File: src/rtl/bus_rr_sched.sv
// ---------------------------------------------------------------------------
// bus_rr_sched
//   Round-robin scheduler for the shared packet bus of the bus generator.
//   One source FIFO is granted at a time: its head packet is popped, the
//   destination byte is decoded, and the packet is pushed to one receive
//   FIFO or (broadcast) to every receive FIFO except the source. The push is
//   held while any target is full and the packet is dropped on a malformed
//   destination or after TIMEOUT consecutive stall cycles.
//
// Ports
//   clk       in   rising-edge clock for all state
//   reset     in   asynchronous active-low reset
//   pndng     in   [drvrs]          source FIFO i non-empty
//   D_pop     in   [drvrs*pckg_sz]  head data, slice i = [i*pckg_sz +: pckg_sz]
//   full      in   [drvrs]          receive FIFO i cannot accept a push
//   pop       out  [drvrs]          one-hot pop strobe to the granted source
//   push      out  [drvrs]          push strobe(s) to destination FIFO(s)
//   D_push    out  [pckg_sz]        bus data, valid while any push bit is set
//   grant_id  out  [$clog2(drvrs)]  currently granted source
//   busy      out                   high while in POP or PUSH
//   err       out                   one-cycle pulse when a packet is dropped
//   err_code  out  [2]              01 invalid destination, 10 stall timeout
// ---------------------------------------------------------------------------
module bus_rr_sched #(
   parameter int         drvrs     = 4,
   parameter int         pckg_sz   = 16,
   parameter logic [7:0] broadcast = 8'hFF,
   parameter int         TIMEOUT   = 255
) (
   input  logic                       clk,
   input  logic                       reset,
   input  logic [drvrs-1:0]           pndng,
   input  logic [drvrs*pckg_sz-1:0]   D_pop,
   input  logic [drvrs-1:0]           full,
   output logic [drvrs-1:0]           pop,
   output logic [drvrs-1:0]           push,
   output logic [pckg_sz-1:0]         D_push,
   output logic [$clog2(drvrs)-1:0]   grant_id,
   output logic                       busy,
   output logic                       err,
   output logic [1:0]                 err_code
);

   localparam int              IW         = $clog2(drvrs);
   // stall counter only needs to reach TIMEOUT-1: the drop happens on the
   // cycle that would have made it TIMEOUT
   localparam int              SW         = (TIMEOUT > 1) ? $clog2(TIMEOUT) : 1;
   localparam logic [SW-1:0]   STALL_LAST = SW'(TIMEOUT - 1);
   localparam logic [IW-1:0]   LAST_PORT  = IW'(drvrs - 1);
   localparam logic [7:0]      NUM_PORTS  = 8'(drvrs);
   localparam logic [IW:0]     SCAN_WRAP  = (IW+1)'(drvrs);

   typedef enum logic [1:0] {
      ST_IDLE = 2'b00,
      ST_POP  = 2'b01,
      ST_PUSH = 2'b10
   } state_e;

   // one-hot vector with bit idx set
   function automatic logic [drvrs-1:0] onehot(input logic [IW-1:0] idx);
      logic [drvrs-1:0] vec;
      vec      = '0;
      vec[idx] = 1'b1;
      return vec;
   endfunction

   state_e              state_q,    state_d;
   logic [IW-1:0]       grant_q,    grant_d;
   logic [IW-1:0]       rr_ptr_q,   rr_ptr_d;
   logic [drvrs-1:0]    tgt_q,      tgt_d;
   logic [pckg_sz-1:0]  pkt_q,      pkt_d;
   logic [SW-1:0]       stall_q,    stall_d;
   logic                err_q,      err_d;
   logic [1:0]          err_code_q, err_code_d;

   logic                found_s;
   logic [IW-1:0]       sel_s;
   logic [IW:0]         scan_s;
   logic [pckg_sz-1:0]  pkt_s;
   logic [7:0]          dest_s;
   logic [drvrs-1:0]    tgt_s;
   logic                stall_s;
   logic [IW-1:0]       next_ptr_s;

   // round-robin pick: first pending port at or above rr_ptr, wrapping to 0
   always_comb begin
      found_s = 1'b0;
      sel_s   = '0;
      scan_s  = '0;
      for (int k = 0; k < drvrs; k++) begin
         scan_s = {1'b0, rr_ptr_q} + (IW+1)'(k);
         if (scan_s >= SCAN_WRAP) begin
            scan_s = scan_s - SCAN_WRAP;
         end else begin
            scan_s = scan_s;
         end
         if (!found_s && pndng[scan_s[IW-1:0]]) begin
            found_s = 1'b1;
            sel_s   = scan_s[IW-1:0];
         end else begin
            found_s = found_s;
         end
      end
   end

   // head packet of the granted source
   always_comb begin
      pkt_s = '0;
      for (int i = 0; i < drvrs; i++) begin
         if (grant_q == IW'(i)) begin
            pkt_s = D_pop[i*pckg_sz +: pckg_sz];
         end else begin
            pkt_s = pkt_s;
         end
      end
   end

   assign dest_s = pkt_s[pckg_sz-1 -: 8];

   // destination decode; sending to yourself counts as malformed
   always_comb begin
      tgt_s = '0;
      if (dest_s == broadcast) begin
         tgt_s = ~onehot(grant_q);
      end else if ((dest_s < NUM_PORTS) && (dest_s != {{(8-IW){1'b0}}, grant_q})) begin
         tgt_s = onehot(dest_s[IW-1:0]);
      end else begin
         tgt_s = '0;
      end
   end

   // a broadcast waits for every target, so any full target blocks it
   assign stall_s    = |(tgt_q & full);
   assign next_ptr_s = (grant_q == LAST_PORT) ? '0 : grant_q + IW'(1);

   // next-state logic for the IDLE -> POP -> PUSH transfer sequence
   always_comb begin
      state_d    = state_q;
      grant_d    = grant_q;
      rr_ptr_d   = rr_ptr_q;
      tgt_d      = tgt_q;
      pkt_d      = pkt_q;
      stall_d    = stall_q;
      err_d      = 1'b0;
      err_code_d = err_code_q;
      case (state_q)
         ST_IDLE: begin
            if (found_s) begin
               grant_d = sel_s;
               state_d = ST_POP;
            end else begin
               state_d = ST_IDLE;
            end
         end
         ST_POP: begin
            tgt_d = tgt_s;
            if (tgt_s == '0) begin
               state_d    = ST_IDLE;
               err_d      = 1'b1;
               err_code_d = 2'b01;
               rr_ptr_d   = next_ptr_s;
            end else begin
               state_d = ST_PUSH;
               pkt_d   = pkt_s;
               stall_d = '0;
            end
         end
         ST_PUSH: begin
            if (!stall_s) begin
               state_d  = ST_IDLE;
               rr_ptr_d = next_ptr_s;
            end else if (stall_q == STALL_LAST) begin
               state_d    = ST_IDLE;
               err_d      = 1'b1;
               err_code_d = 2'b10;
               rr_ptr_d   = next_ptr_s;
            end else begin
               stall_d = stall_q + SW'(1);
            end
         end
         default: begin
            state_d = ST_IDLE;
         end
      endcase
   end

   // state and datapath registers
   always_ff @(posedge clk or negedge reset) begin
      if (!reset) begin
         state_q    <= ST_IDLE;
         grant_q    <= '0;
         rr_ptr_q   <= '0;
         tgt_q      <= '0;
         pkt_q      <= '0;
         stall_q    <= '0;
         err_q      <= 1'b0;
         err_code_q <= 2'b00;
      end else begin
         state_q    <= state_d;
         grant_q    <= grant_d;
         rr_ptr_q   <= rr_ptr_d;
         tgt_q      <= tgt_d;
         pkt_q      <= pkt_d;
         stall_q    <= stall_d;
         err_q      <= err_d;
         err_code_q <= err_code_d;
      end
   end

   // strobes decoded from the registered state; push is also masked by stall
   always_comb begin
      pop  = '0;
      push = '0;
      busy = 1'b0;
      case (state_q)
         ST_IDLE: begin
            busy = 1'b0;
         end
         ST_POP: begin
            pop  = onehot(grant_q);
            busy = 1'b1;
         end
         ST_PUSH: begin
            push = stall_s ? '0 : tgt_q;
            busy = 1'b1;
         end
         default: begin
            busy = 1'b0;
         end
      endcase
   end

   assign D_push   = pkt_q;
   assign grant_id = grant_q;
   assign err      = err_q;
   assign err_code = err_code_q;

endmodule

File: config.mk
export PLATFORM = sky130hd
export DESIGN_NAME = bus_rr_sched
export DESIGN_NICKNAME = d
export VERILOG_FILES = /design/src/rtl/bus_rr_sched.sv
export SDC_FILE = /design/constraint.sdc
export NUM_CORES = 1
export LEC_CHECK = 0
export CORE_ASPECT_RATIO = 1.2
export CORE_MARGIN = 4
export CORE_UTILIZATION = 47
export DETAILED_ROUTE_END_ITERATION = 6
export PLACE_DENSITY = 0.87
export SLEW_MARGIN = 20
export SYNTH_ARGS = -nofsm -noshare
export SYNTH_HDL_FRONTEND = slang
export SYNTH_SLANG_ARGS = --single-unit
File: constraint.sdc
create_clock -name clk -period 4.43 [get_ports clk]
set_clock_uncertainty 0.2 [all_clocks]
set_input_delay 0.886 -clock clk [delete_from_list [all_inputs] [get_ports clk]]
set_output_delay 0.886 -clock clk [all_outputs]
set_load 0.02 [all_outputs]
==> results.cfg <==
[routing]
ant_nets = 0
num_vias = 2454
drt_pass1_iterations = 5
vias_per_cell = 5.72
dr.first_iter.drc_count = 113
drc = 0
finalWirelength_um = 7330
post_drt_wl_per_cell_um = 17.1

[clocking]
post_cts_resized = 0
worstSkewPairLatency_ps = 290
cts_sinks = 37
cts-root-buf = clkbuf_8
clockBufferDepth = 2
numCtsBuffers = 5
holdBufCountCts = 0
htree_levels = 2
cts_tree = done
clk_pin_slew_ps = 80
cts_setup_buffers = 0

[critical_path]
arrival_ps = 2710
cpPeakStageDelay_ps = 630
crit_chain = ha_1 -> clkinv_1 -> nor2_1 -> clkdlybuf4s50_1
crit_slowest_cell = ha_1
startpoint_type = register
crit_path_end_kind = output pin
worst-setup-path-type = register to output pin
cp.required_ps = 3340
worstPathMaxFanout = 22

[die]
initial_core_util_pct = 49.4
die_w_um = 74.5
die_area_sq_um = 6530
io_pins = 104
rows = 28
core_sq_um = 5040
die_y_um = 87.8

[power_and_ir_drop]
leakagePower_uw = 0.00154
switching_share_pct = 46.0
power.share.clock_pct = 11.9
combPwrFrac_pct = 62.9
ir_worst_vdd_v = 0.000288
p_seq_share_pct = 25.2
powerDensity_nw_per_um2 = 561
power_uw = 2020
p_int_uw = 1090
power.switching_uw = 932

[run_status]
status = complete, no violations

[sta]
max_slew_margin_pct = 44.3
fmax_ghz = 0.264
hold_violations = 0
setup_tns_ps = 0
rsz0062_at_grt = no
slew_viol_final = 0
setup_viol = 0
period_share_pct = 85.7
worstMarginPinSlew_ps = 836
timing.final.ws_setup_ps = 635
finalCriticalPeriod_ps = 3790

[placed_design]
pre_cts_ws_ps = 734
gp_congestion = 0.858
port-buffer-count = 103
hpwl_um = 5660

[yosys]
syn_inst = 271
synth_edf_count = 0
ys_top_cells_by_area = dfrtp_1 37%, ha_1 4.5%, mux2_2 4.5%
yosysSeqAreaShare_pct = 37.2
synth_common_cells = 37 x dfrtp_1, 29 x nor2_1, 28 x nand2_1
ys.flop_type = dfrtp_1
synth_warnings = 0
synth.most_common_cell = dfrtp_1
async_reset_ff_share_pct = 100
synthesis.nets = 354
synth_top_area_cell = dfrtp_1
ys_seq_elements = 37
netlist_area_sq_um = 2490
syn_avg_cell_area_sq_um = 9.19
synth_cell_types = 52
yosysTopAreaCellShare_pct = 37.2

[final_layout]
drive_above_1_share_pct = 12.5
fin_nets = 451
diodes = 0
area_growth_pct = 44.9

[global_routing]
grt_max_degree = 38
antenna_found_initial = 0
grt_overflow = 0
grt_use_total_pct = 22.4
grt_first_pass_wirelength_um = 11500
grt_pass1_vias = 2535

[run]
drv_cap = 0

[worst_hold_path]
hold_class = register to register
==> through the flow <==
stage | std cells | hold WS [ps] | area [sq um] | util, %
finish | 429 | 298 | 3610 | 71.5
global route | 429 | 316 | 3610 | 71.5
CTS | 429 | 302 | 3610 | 71.5
detailed placement | 421 | 279 | 3520 | 69.7
global placement | 421 | 271 | 3520 | 69.7
floorplan | 271 | 257 | 2490 | -
==> kinds of logic after synthesis <==
kind of cell / Yosys count / share of synthesized area (%)
and+or+nand+nor: 92 / 18.8
AOI/OAI and AO/OA: 88 / 26.0
DFF: 37 / 37.2
buffers and inverters: 27 / 5.22
muxes: 16 / 7.53
adders and majority gates: 9 / 4.52
xor gates and xnor gates: 2 / 0.703
==> area by class of cell <==
class                           count  area, sq um
Clock buffer                        5         68.8
Clock inverter                      3         21.3
Fill cell                         394         1440
Sequential cell                    37          926
Tap cell                           60         75.1
Inverter                           13         48.8
Multi-Input combinational cell    207         1440
Timing Repair Buffer              104         1030
==> placed cells by master, fill, tap and decap left out, drive strengths merged, types with 2 or more instances in the layout <==
| cell type | count |
|---|---|
| clkdlybuf4s50 | 102 |
| dfrtp | 37 |
| nand2 | 31 |
| nor2 | 30 |
| a21oi | 18 |
| o21ai | 17 |
| inv | 13 |
| mux2 | 13 |
| o22ai | 10 |
| a22oi | 10 |
| a21bo | 9 |
| ha | 9 |
| a221oi | 7 |
| and3 | 5 |
| clkbuf | 5 |
| nand4 | 4 |
| and2 | 4 |
| nand3 | 4 |
| o31ai | 3 |
| mux2i | 3 |
| or2 | 3 |
| nand2b | 2 |
| and4 | 2 |
| xnor2 | 2 |
| o311ai | 2 |
| o41ai | 2 |
| a32o | 2 |
| clkinv | 2 |
| a211oi | 2 |
| buf | 2 |
==> critical path: cells and delay by family (launching register included) <==
kind / cells / cell delay, ps
buffers and inverters: 2 / 1070
adder cells (fa/ha/maj): 1 / 630
flip-flops: 1 / 490
AND/OR/NAND/NOR: 1 / 210
==> state kept, by name, summed over array words and instances, names as in the netlist <==
signal    count
D_push       16
err           1
err_code      2
grant_id      2
rr_ptr_q      2
stall_q       8
state_q       2
tgt_q         4
==> final timing paths <==
| check | slack (ps) | start | depth (start not counted) | end |
|---|---|---|---|---|
| setup / recovery | 640 | grant_id[0] | 4 | pop[3] |
| hold / removal | 300 | D_push[12] | 1 | D_push[12] |
| setup reg to reg | 650 | grant_id[1] | 9 | stall_q[1] |
| hold reg to reg | 300 | D_push[12] | 1 | D_push[12] |
| max in group asynchronous | 3020 | reset | 1 | D_push[2] |
| min in group asynchronous | 490 | reset | 1 | stall_q[3] |
==> metal layers <==
layer  part of all wire (%)  GRT usage, %  vias up  wire, um
met3                    7.4          7.23       21       542
met5                      0             0        -         0
met2                     54          40.0      104      3950
met4                    1.7          5.18        0       125
met1                     37          25.6     1149      2710
li1                       -             -     1180         -
==> power by group through the flow <==
stage	combinational, uW	clock [uW]	sequential [uW]
detailed placement	1260	0	514
CTS	1270	247	510
floorplan	824	0	570
global route	1390	259	524
finish	1270	241	510
global placement	1230	0	508
(Power assumes the default switching activity.)
==> RTL change, RTL diff (config.mk and constraints unchanged) <==
Take the reset off `pkt_q` and load it in a clocked block of its own.
--- a/src/rtl/bus_rr_sched.sv
+++ b/src/rtl/bus_rr_sched.sv
@@ -191,7 +191,6 @@
          grant_q    <= '0;
          rr_ptr_q   <= '0;
          tgt_q      <= '0;
-         pkt_q      <= '0;
          stall_q    <= '0;
          err_q      <= 1'b0;
          err_code_q <= 2'b00;
@@ -200,11 +199,14 @@
          grant_q    <= grant_d;
          rr_ptr_q   <= rr_ptr_d;
          tgt_q      <= tgt_d;
-         pkt_q      <= pkt_d;
          stall_q    <= stall_d;
          err_q      <= err_d;
          err_code_q <= err_code_d;
       end
+   end
+
+   always_ff @(posedge clk) begin
+      pkt_q <= pkt_d;
    end
 
    // strobes decoded from the registered state; push is also masked by stall
Formal check against the unedited RTL: differs if reset is asserted again (counterexample within 4 cycles, from zero or initial values and one cycle with reset low); with reset held inactive, the same outputs for 4 cycles.
==> RTL change against the unedited design <==
- sequential cell count is the same
- clock power is 2% higher
- design area down 0.28%
- setup slack got worse by 0.030 ns
- area after synthesis down 2.1%
- non-clock buffer count grew 3
- wire length rose by 5.4%
- global-route usage rose by 1.7 points
- power shrank 3.0%
- largest cell class unchanged
- synthesized cell count unchanged
==> RTL change: results (changes against the unedited design) <==
status=finished, final reports clean; n_diodes=0 (unchanged); ys flop type=dfrtp_1; vias=2592 (+5.6%); DR iter-0 viols=394 (+250%); postcts setup bufs=0 (unchanged); routed len/inst=17.9 um (+4.6%); Leak=1.37 nW (-11%); Async SR Flop Fraction=0.568 (-0.432); Num CTS Buffers=5 (unchanged); post-synth cell types=55 (+5.8%); clk_lat worst skew=0.30 ns; Routability Congestion=0.924 (+7.7%); synth top area cells=dfrtp_1 22%, edfxtp_1 20%, ha_1 4.6%; vias in the first global route=2511 (-0.95%); Worst-Margin Slew=0.978 ns (+0.142 ns); CTS clk-pin slew, worst paths=0.08 ns (about the same); Post-Syn Nets=354 (unchanged); Worst Hold Class=register to register; Final HPWL DP=5.97 mm (+5.5%); CTS max path bufs=2 (unchanged); worst vdd ir=391 uV (+36%); NetSw=0.000901 W (-3.3%); post-CTS sizing=0 (unchanged); sequential area share after synthesis=0.412 (+0.0406); worst path arrival time=2.74 ns (+0.03 ns); Slowest Stage Delay on Critical Path=0.70 ns (+0.07 ns); pin count of the biggest net entering global routing=27 (-29%); number of synthesized flops with an enable pin=16 (+16); GRT Total Usage=0.241 (+0.0174); first-pass GRT wire length=12.0 mm (+3.9%); root buffer cell=clkbuf_8; critical path fanouts, max=26 (+18%); max reg flops=16 (unchanged); drt first pass iters=5 (unchanged); top cells by count, synth=28 x nand2_1, 28 x nor2_1, 21 x dfrtp_1, 18 x a21oi_1, 17 x o21ai_0; Filler Cells Inserted=366 (-7.1%); Layout Nets=454 (+0.67%); share of post-route cells with drive strength above 1=0.0484 (-0.0763); Yosys warning count=0 (unchanged); IO buf count=103 (unchanged)
RTL change: changes by cell type after synthesis, moves of 9 or more:
cell	unedited run	this run
mux2_2	10	0
edfxtp_1	0	16
dfrtp_1	37	21
a21bo_2	9	0
RTL change: metrics by stage:
| step | worst slack [ns] | area, um2 | cells |
|---|---|---|---|
| after detailed placement | 0.683 | 3510 | 424 |
| after global routing | 0.206 | 3600 | 432 |
| final | 0.606 | 3600 | 432 |
| after floorplan | 1.18 | 2440 | 271 |
| after CTS | 0.660 | 3600 | 432 |
| after global placement | 0.780 | 3510 | 424 |
RTL change: worst register-to-register path: stages (launching register included):
cell,delay (ns)
dfrtp_1,0.46
ha_1,0.50
or2_0,0.45
a221oi_1,0.35
o22ai_1,0.19
nor4_4,0.34
and2_1,0.38
o21ai_0,0.23
inv_1,0.10
buf_4,0.25
RTL change: kinds of logic after synthesis:
family	Yosys count	synth area share
multiplexers	4	0.0164
adder cells (fa/ha/maj)	9	0.0462
flip-flops	37	0.412
AND/OR/NAND/NOR	93	0.189
XOR/XNOR	1	0.00359
AO/OA/AOI/OAI	97	0.279
buffers and inverters	30	0.0528
RTL change: final cells by class:
cell class              instances  area [um2]  share of cell area
clock inverters                 2        8.76             0.00243
well taps                      60        75.1              0.0209
clock buffers                   6        82.6              0.0229
flip-flops and latches         37        1010               0.280
inverters                      16        60.1              0.0167
repair buffers                107        1060               0.295
multi-input cells             204        1310               0.363
RTL change: worst paths after layout:
kind	from	endpoint	slack, ns	cells after the start
max in group asynchronous	reset	state_q[1]$_DFFE_PN0P_	2.50	1
worst max-delay path	grant_id[0]$_DFFE_PN0P_	pop[3]	0.61	4
worst min register to register	stall_q[5]$_DFFE_PN0P_	stall_q[5]$_DFFE_PN0P_	0.27	1
worst min-delay path	stall_q[5]$_DFFE_PN0P_	stall_q[5]$_DFFE_PN0P_	0.27	1
min in group asynchronous	reset	rr_ptr_q[0]$_DFFE_PN0P_	0.93	1
worst max register to register	grant_id[0]$_DFFE_PN0P_	D_push[3]$_DFFE_PP_	0.64	9
RTL change: metal layers:
metal,GRT usage,routed length [um],vias to the layer above
met5,0,0,-
met4,0.0873,252,0
met3,0.0589,616,23
met1,0.295,2880,1203
met2,0.408,3970,143
li1,-,-,1223
RTL change: power by group through the flow:
stage | Clock [W] | Sequential, W | Combinational, W
6_report | 0.000245 | 0.000513 | 0.00121
5_1_grt | 0.000263 | 0.000520 | 0.00132
4_1_cts | 0.000248 | 0.000510 | 0.00119
3_5_place_dp | 0 | 0.000517 | 0.00118
3_3_place_gp | 0 | 0.000512 | 0.00114
2_1_floorplan | 0 | 0.000537 | 0.000792
